**src/rtl/uart_key_pkg.sv**
```systemverilog
// uart_key_pkg: shared constants, state types and key-character decode for uart_key_rx
package uart_key_pkg;
    localparam int DEF_CLKS_PER_BIT = 2812;
    localparam logic [7:0] ASCII_0    = 8'h30;
    localparam logic [7:0] ASCII_2    = 8'h32;
    localparam logic [7:0] ASCII_9    = 8'h39;
    localparam logic [7:0] ASCII_A    = 8'h41;
    localparam logic [7:0] ASCII_D    = 8'h44;
    localparam logic [7:0] ASCII_HASH = 8'h23;
    localparam logic [7:0] ASCII_STAR = 8'h2A;

    typedef enum logic [2:0] {IDLE, START, DATA, STOP, WAIT_IDLE} bit_state_t;
    typedef enum logic {EXPECT_PREFIX, EXPECT_KEY} parse_state_t;

    // Returns {valid, code}; "A".."D" low nibble is 1..4, hence the +9
    function automatic logic [4:0] ascii_to_key(input logic [7:0] b);
        if (b >= ASCII_0 && b <= ASCII_9) return {1'b1, b[3:0]};
        if (b >= ASCII_A && b <= ASCII_D) return {1'b1, b[3:0] + 4'd9};
        if (b == ASCII_HASH) return 5'h1E;
        if (b == ASCII_STAR) return 5'h1F;
        return 5'h00;
    endfunction
endpackage

```
**src/rtl/uart_rx_core.sv**
```systemverilog
// uart_rx_core: 2-flop synchroniser and 8N1 bit-level receiver
module uart_rx_core import uart_key_pkg::*; #(
    parameter int CLKS_PER_BIT = DEF_CLKS_PER_BIT
) (
    input  logic       clk,
    input  logic       rst,
    input  logic       uart_rx,
    output logic       byte_done,
    output logic [7:0] byte_data,
    output logic       frame_err,
    output logic       rx_busy
);
    localparam int CW = $clog2(CLKS_PER_BIT + 1);
    localparam logic [CW-1:0] HALF = CW'(CLKS_PER_BIT / 2);
    localparam logic [CW-1:0] FULL = CW'(CLKS_PER_BIT);

    logic sync1, line, line_q, ferr_nx;
    bit_state_t state, state_nx;
    logic [CW-1:0] cnt, cnt_nx;
    logic [2:0] idx, idx_nx;
    logic [7:0] shift, shift_nx;

    always_ff @(posedge clk or negedge rst) begin
        if (!rst) begin
            sync1     <= 1'b1;
            line      <= 1'b1;
            line_q    <= 1'b1;
            state     <= IDLE;
            cnt       <= '0;
            idx       <= '0;
            shift     <= '0;
            frame_err <= 1'b0;
        end else begin
            sync1     <= uart_rx;
            line      <= sync1;
            line_q    <= line;
            state     <= state_nx;
            cnt       <= cnt_nx;
            idx       <= idx_nx;
            shift     <= shift_nx;
            frame_err <= ferr_nx;
        end
    end

    // Counter is loaded with 1 so that a compare against N fires N cycles after the load
    always_comb begin
        state_nx  = state;
        cnt_nx    = cnt + CW'(1);
        idx_nx    = idx;
        shift_nx  = shift;
        ferr_nx   = 1'b0;
        byte_done = 1'b0;
        case (state)
            IDLE: if (line_q && !line) begin
                state_nx = START;
                cnt_nx   = CW'(1);
            end
            START: if (cnt == HALF) begin
                state_nx = line ? IDLE : DATA;
                cnt_nx   = CW'(1);
                idx_nx   = '0;
            end
            DATA: if (cnt == FULL) begin
                shift_nx = {line, shift[7:1]};
                idx_nx   = idx + 3'd1;
                cnt_nx   = CW'(1);
                state_nx = (idx == 3'd7) ? STOP : DATA;
            end
            STOP: if (cnt == FULL) begin
                byte_done = line;
                ferr_nx   = !line;
                state_nx  = line ? IDLE : WAIT_IDLE;
            end
            WAIT_IDLE: state_nx = line ? IDLE : WAIT_IDLE;
            default: state_nx = IDLE;
        endcase
    end

    assign byte_data = shift;
    assign rx_busy   = (state == DATA) || (state == STOP);
endmodule

```
**src/rtl/uart_key_rx.sv**
```systemverilog
// uart_key_rx: keypad serial link receiver; parses "2"+key messages into a key-code FIFO
module uart_key_rx import uart_key_pkg::*; #(
    parameter int         CLKS_PER_BIT = DEF_CLKS_PER_BIT,
    parameter logic [7:0] PREFIX       = ASCII_2,
    parameter int         FIFO_DEPTH   = 4
) (
    input  logic       clk,
    input  logic       rst,
    input  logic       uart_rx,
    output logic [3:0] key_code,
    output logic       key_valid,
    input  logic       key_ready,
    output logic       frame_err,
    output logic       seq_err,
    output logic       overflow,
    output logic       rx_busy
);
    localparam int AW = $clog2(FIFO_DEPTH);

    logic       byte_done, push_q, push_nx, seq_nx, full, pop, wr_en;
    logic [7:0] byte_data;
    logic [4:0] key;
    logic [3:0] push_code;
    logic [3:0] mem [FIFO_DEPTH];
    logic [AW:0] wr, rd;
    parse_state_t ps, ps_nx;

    uart_rx_core #(.CLKS_PER_BIT(CLKS_PER_BIT)) u_core (
        .clk       (clk),
        .rst       (rst),
        .uart_rx   (uart_rx),
        .byte_done (byte_done),
        .byte_data (byte_data),
        .frame_err (frame_err),
        .rx_busy   (rx_busy)
    );

    assign key = ascii_to_key(byte_data);

    always_ff @(posedge clk or negedge rst) begin
        if (!rst) begin
            ps        <= EXPECT_PREFIX;
            push_q    <= 1'b0;
            push_code <= 4'h0;
            seq_err   <= 1'b0;
        end else begin
            ps        <= ps_nx;
            push_q    <= push_nx;
            push_code <= key[3:0];
            seq_err   <= seq_nx;
        end
    end

    always_comb begin
        ps_nx   = ps;
        push_nx = 1'b0;
        seq_nx  = 1'b0;
        if (frame_err) ps_nx = EXPECT_PREFIX;
        else if (byte_done && ps == EXPECT_PREFIX) begin
            ps_nx  = (byte_data == PREFIX) ? EXPECT_KEY : EXPECT_PREFIX;
            seq_nx = byte_data != PREFIX;
        end else if (byte_done) begin
            ps_nx   = EXPECT_PREFIX;
            push_nx = key[4];
            seq_nx  = !key[4];
        end
    end

    // Wrap bit of the pointers separates full from empty
    assign key_valid = wr != rd;
    assign full      = (wr[AW] != rd[AW]) && (wr[AW-1:0] == rd[AW-1:0]);
    assign pop       = key_valid && key_ready;
    assign wr_en     = push_q && (!full || pop);
    assign key_code  = key_valid ? mem[rd[AW-1:0]] : 4'h0;

    always_ff @(posedge clk) begin
        if (wr_en) mem[wr[AW-1:0]] <= push_code;
    end

    always_ff @(posedge clk or negedge rst) begin
        if (!rst) begin
            wr       <= '0;
            rd       <= '0;
            overflow <= 1'b0;
        end else begin
            wr       <= wr + (AW+1)'(wr_en);
            rd       <= rd + (AW+1)'(pop);
            overflow <= overflow || (push_q && full && !pop);
        end
    end
endmodule

```
**config.mk**
```make
export PLATFORM = sky130hd
export DESIGN_NAME = uart_key_rx
export DESIGN_NICKNAME = d
export VERILOG_FILES = /design/src/rtl/uart_key_pkg.sv /design/src/rtl/uart_rx_core.sv /design/src/rtl/uart_key_rx.sv
export SDC_FILE = /design/constraint.sdc
export NUM_CORES = 1
export LEC_CHECK = 0
export ABC_AREA = 1
export BUFFER_PORTS_ARGS = -buffer_cell sky130_fd_sc_hd__buf_2
export CAP_MARGIN = 5
export CORE_ASPECT_RATIO = 1.1
export CORE_MARGIN = 4
export CORE_UTILIZATION = 35
export CTS_CLUSTER_DIAMETER = 80
export DETAILED_ROUTE_END_ITERATION = 7
export GPL_TIMING_DRIVEN = 0
export SLEW_MARGIN = 5
export SYNTH_ARGS = -nofsm -noshare
export SYNTH_HDL_FRONTEND = slang
export SYNTH_SLANG_ARGS = --single-unit
```
**constraint.sdc**
```tcl
create_clock -name clk -period 2.15 [get_ports clk]
set_input_delay 0.215 -clock clk [delete_from_list [all_inputs] [get_ports clk]]
set_output_delay 0.215 -clock clk [all_outputs]
set_load 0.02 [all_outputs]
```
==> metrics.yaml <==
outcome: "finished, final reports clean"
hold_path.class: "in2async"
setup_violations: 0
dp_hpwl_um: 3820
crit_path_max_fanout: 10
critPathLaunch: "rd[0]$_DFF_PN0_"
finalNetCount: 369
critical_path.slowest_cell: "nor3_1"
grt_pass1_wl_um: 9600
fin_util_pct: 41.4
powerDensity_nw_per_um2: 859
syn-cell-area_um2: 3040
die-area_um2: 10200
critPathMaxStageDelay_ns: 0.53
track_usage_pct: 11.6
vias_per_cell: 4.69
gr-total-overflow: 0
start_util_pct: 36.2
drt_iter0_drc: 83
clock_latency_ns: 0.34
syn2layout_area_growth_pct: 14.4
ys_warn_count: 0
synth_fp_nets: 345
r2r_cells: 7
critPathArrivalTime_ns: 2.06
crit_type: "reg2reg"
antennaDiodeCount: 0
cts.root.buffer_cell: "clkbuf_8"
combPwrFrac_pct: 17.2
cp-end-kind: "flip-flop"
internal_power_w: 0.00210
fin_hold_ws_ns: 0.0176
grt_max_degree: 45
antenna_left: 0
io_buffers: 12
seqPwrFrac_pct: 45.3
path_clk_slew_ns: 0.07
vdd_drop_max_mv: 0.658
ys_seq_area_share_pct: 52.1
swShare_pct: 29.6
worstPathCellList: "buf_2, clkinv_1, nand2_1, a21oi_2, nand2_1, nand2_1, nor3_1"
cts_tree: "done"
endpoint: "mem[2][0]$_DFFE_PP_"
min_period_ns: 2.09
io_pins: 13
pre_cts_slack_ns: 0.0201
crit_path_frequent_cell: "nand2_1"
place_congestion: 0.795
r2r_start: "rd[0]$_DFF_PN0_"
slew_headroom_pct: 35.8
clock-sinks: 60
max_freq_ghz: 0.479
tightestPinTransition_ns: 0.963
die_w_um: 96.9
cts_buffer_depth: 2
vias: 2190
clock_skew_ns: 0.00746
wl_per_cell_um: 11.4
power_leakage_nw: 1.73
r2r_slack_ns: 0.06
critPathLaunchType: "flip-flop"
drive_above_1_share_pct: 17.4
syn_inst: 327
drtPass1Iterations: 4
timing.final.crit_share_pct: 97.1
antenna_found_initial: 0
maxCapViolCount: 0
synth_cell_types: 35
avgSynthCellArea_um2: 9.30
cp.required_ns: 2.12
rows: 35
fin_ws_ns: 0.0629
grt_setup_unrepaired: "true"
core_um2: 8410
clkPwrFrac_pct: 37.5
numCtsBuffers: 9
htreeDepth: 3
switchingPower_w: 0.000885
routed_wl_um: 5330
postCtsSetupRepairBufs: 0
drv_slew: 0
r2r_end: "mem[2][0]$_DFFE_PP_"
hold_viol: 0
ys_seq_elements: 60
drc: 0
grt_pass1_vias: 2139
die_h_um: 106
## worst max-delay path: cells and delay by family, from the launching register on
kind | cells | cell delay [ns]
flip-flops | 1 | 0.35
AO/OA/AOI/OAI | 1 | 0.08
AND/OR/NAND/NOR | 4 | 0.83
buffers and inverters | 2 | 0.46
## cells in the mapped netlist, drive strengths merged
| master | number | share of area [%] |
|---|---|---|
| nand2 | 68 | 9.1 |
| nor2 | 44 | 5.4 |
| inv | 43 | 5.4 |
| dfrtp | 41 | 34 |
| o21ai | 24 | 4.9 |
| edfxtp | 16 | 16 |
| nand3 | 16 | 3.1 |
| nor3 | 16 | 3.5 |
| ha | 14 | 5.8 |
| xor2 | 10 | 2.9 |
| nand4 | 5 | 1.0 |
| buf | 4 | 1.1 |
| o211ai | 4 | 0.99 |
| o32ai | 4 | 1.2 |
| dfstp | 3 | 2.6 |
| nand3b | 3 | 0.74 |
| xnor2 | 3 | 0.86 |
| a21oi | 2 | 0.33 |
| clkinv | 2 | 0.29 |
| a31o | 1 | 0.29 |
| and3 | 1 | 0.25 |
| clkbuf | 1 | 0.12 |
| o211a | 1 | 0.33 |
| or2 | 1 | 0.21 |
## layer usage
metal  GRT usage, %  routed length, um
met5              0                  0
met1           13.9               2410
met3           3.90                216
met2           19.3               2650
met4           4.21                 57
## layout by cell type, fill, tap and decap left out, drive strengths merged, types with 14 or more instances in the layout
cell / instances
dfrtp: 41
nand2: 68
nor3: 16
buf: 16
nor2: 44
edfxtp: 16
ha: 14
nand3: 16
inv: 45
o21ai: 24
## how the worst min path moves through the flow
stage | start | endpoint | slack [ns] | cells past startpoint
floorplan | rst | overflow$_DFF_PN0_ | -0.08 | 0
global placement | uart_rx | u_core.sync1$_DFF_PN1_ | 0.32 | 1
detailed placement | uart_rx | u_core.sync1$_DFF_PN1_ | 0.32 | 1
CTS | rst | u_core.idx[1]$_DFFE_PN0P_ | 0.05 | 1
global route | rst | u_core.state[0]$_DFFE_PN0P_ | 0.11 | 1
finish | rst | u_core.idx[1]$_DFFE_PN0P_ | 0.02 | 1
## repair_timing
item,4_1_cts,5_1_grt
setup endpoints to repair,3,21
cloned,0,0
hold endpoints to repair,1,0
hold buffers,1,0
resized for setup,1,2
## flip-flops by register name, indices dropped and copies added (netlist names), 3 cells and up
signal and count:
push_code 4, mem 16, u_core.byte_data 8, u_core.state 3, wr 3, u_core.cnt 12, u_core.idx 3, rd 3
## power groups by stage
stage | sequential [W] | combinational (W) | clock, W
after CTS | 0.00135 | 0.000522 | 0.00117
after floorplan | 0.00135 | 0.000407 | 0
final | 0.00135 | 0.000514 | 0.00112
after global placement | 0.00137 | 0.000499 | 0
after detailed placement | 0.00137 | 0.000517 | 0
after global routing | 0.00137 | 0.000593 | 0.00122
## metrics by stage
| step | TNS (ns) | instance area, um2 | total power (W) | cells |
|---|---|---|---|---|
| floorplan | 0 | 3040 | 0.00176 | 327 |
| detailed placement | 0 | 3240 | 0.00189 | 450 |
| CTS | -0.0000908 | 3470 | 0.00304 | 467 |
| global placement | 0 | 3240 | 0.00187 | 450 |
| finish | 0 | 3480 | 0.00299 | 467 |
| global route | -0.943 | 3480 | 0.00318 | 467 |
## cell families after synthesis
logic type | share of synthesized area, %
and+or+nand+nor | 23.5
adders and majority gates | 5.76
xor gates and xnor gates | 3.74
DFF | 52.1
AOI/OAI and AO/OA | 8.02
buffers and inverters | 6.87
## final cells by class
class | count | area (um2)
Clock buffer | 9 | 124
Clock inverter | 7 | 98.8
Timing Repair Buffer | 13 | 70.1
Multi-Input combinational cell | 217 | 1250
Inverter | 45 | 173
Tap cell | 111 | 139
Sequential cell | 60 | 1590
Fill cell | 806 | 4930
Buffer | 5 | 37.5
(Power assumes the default switching activity.)
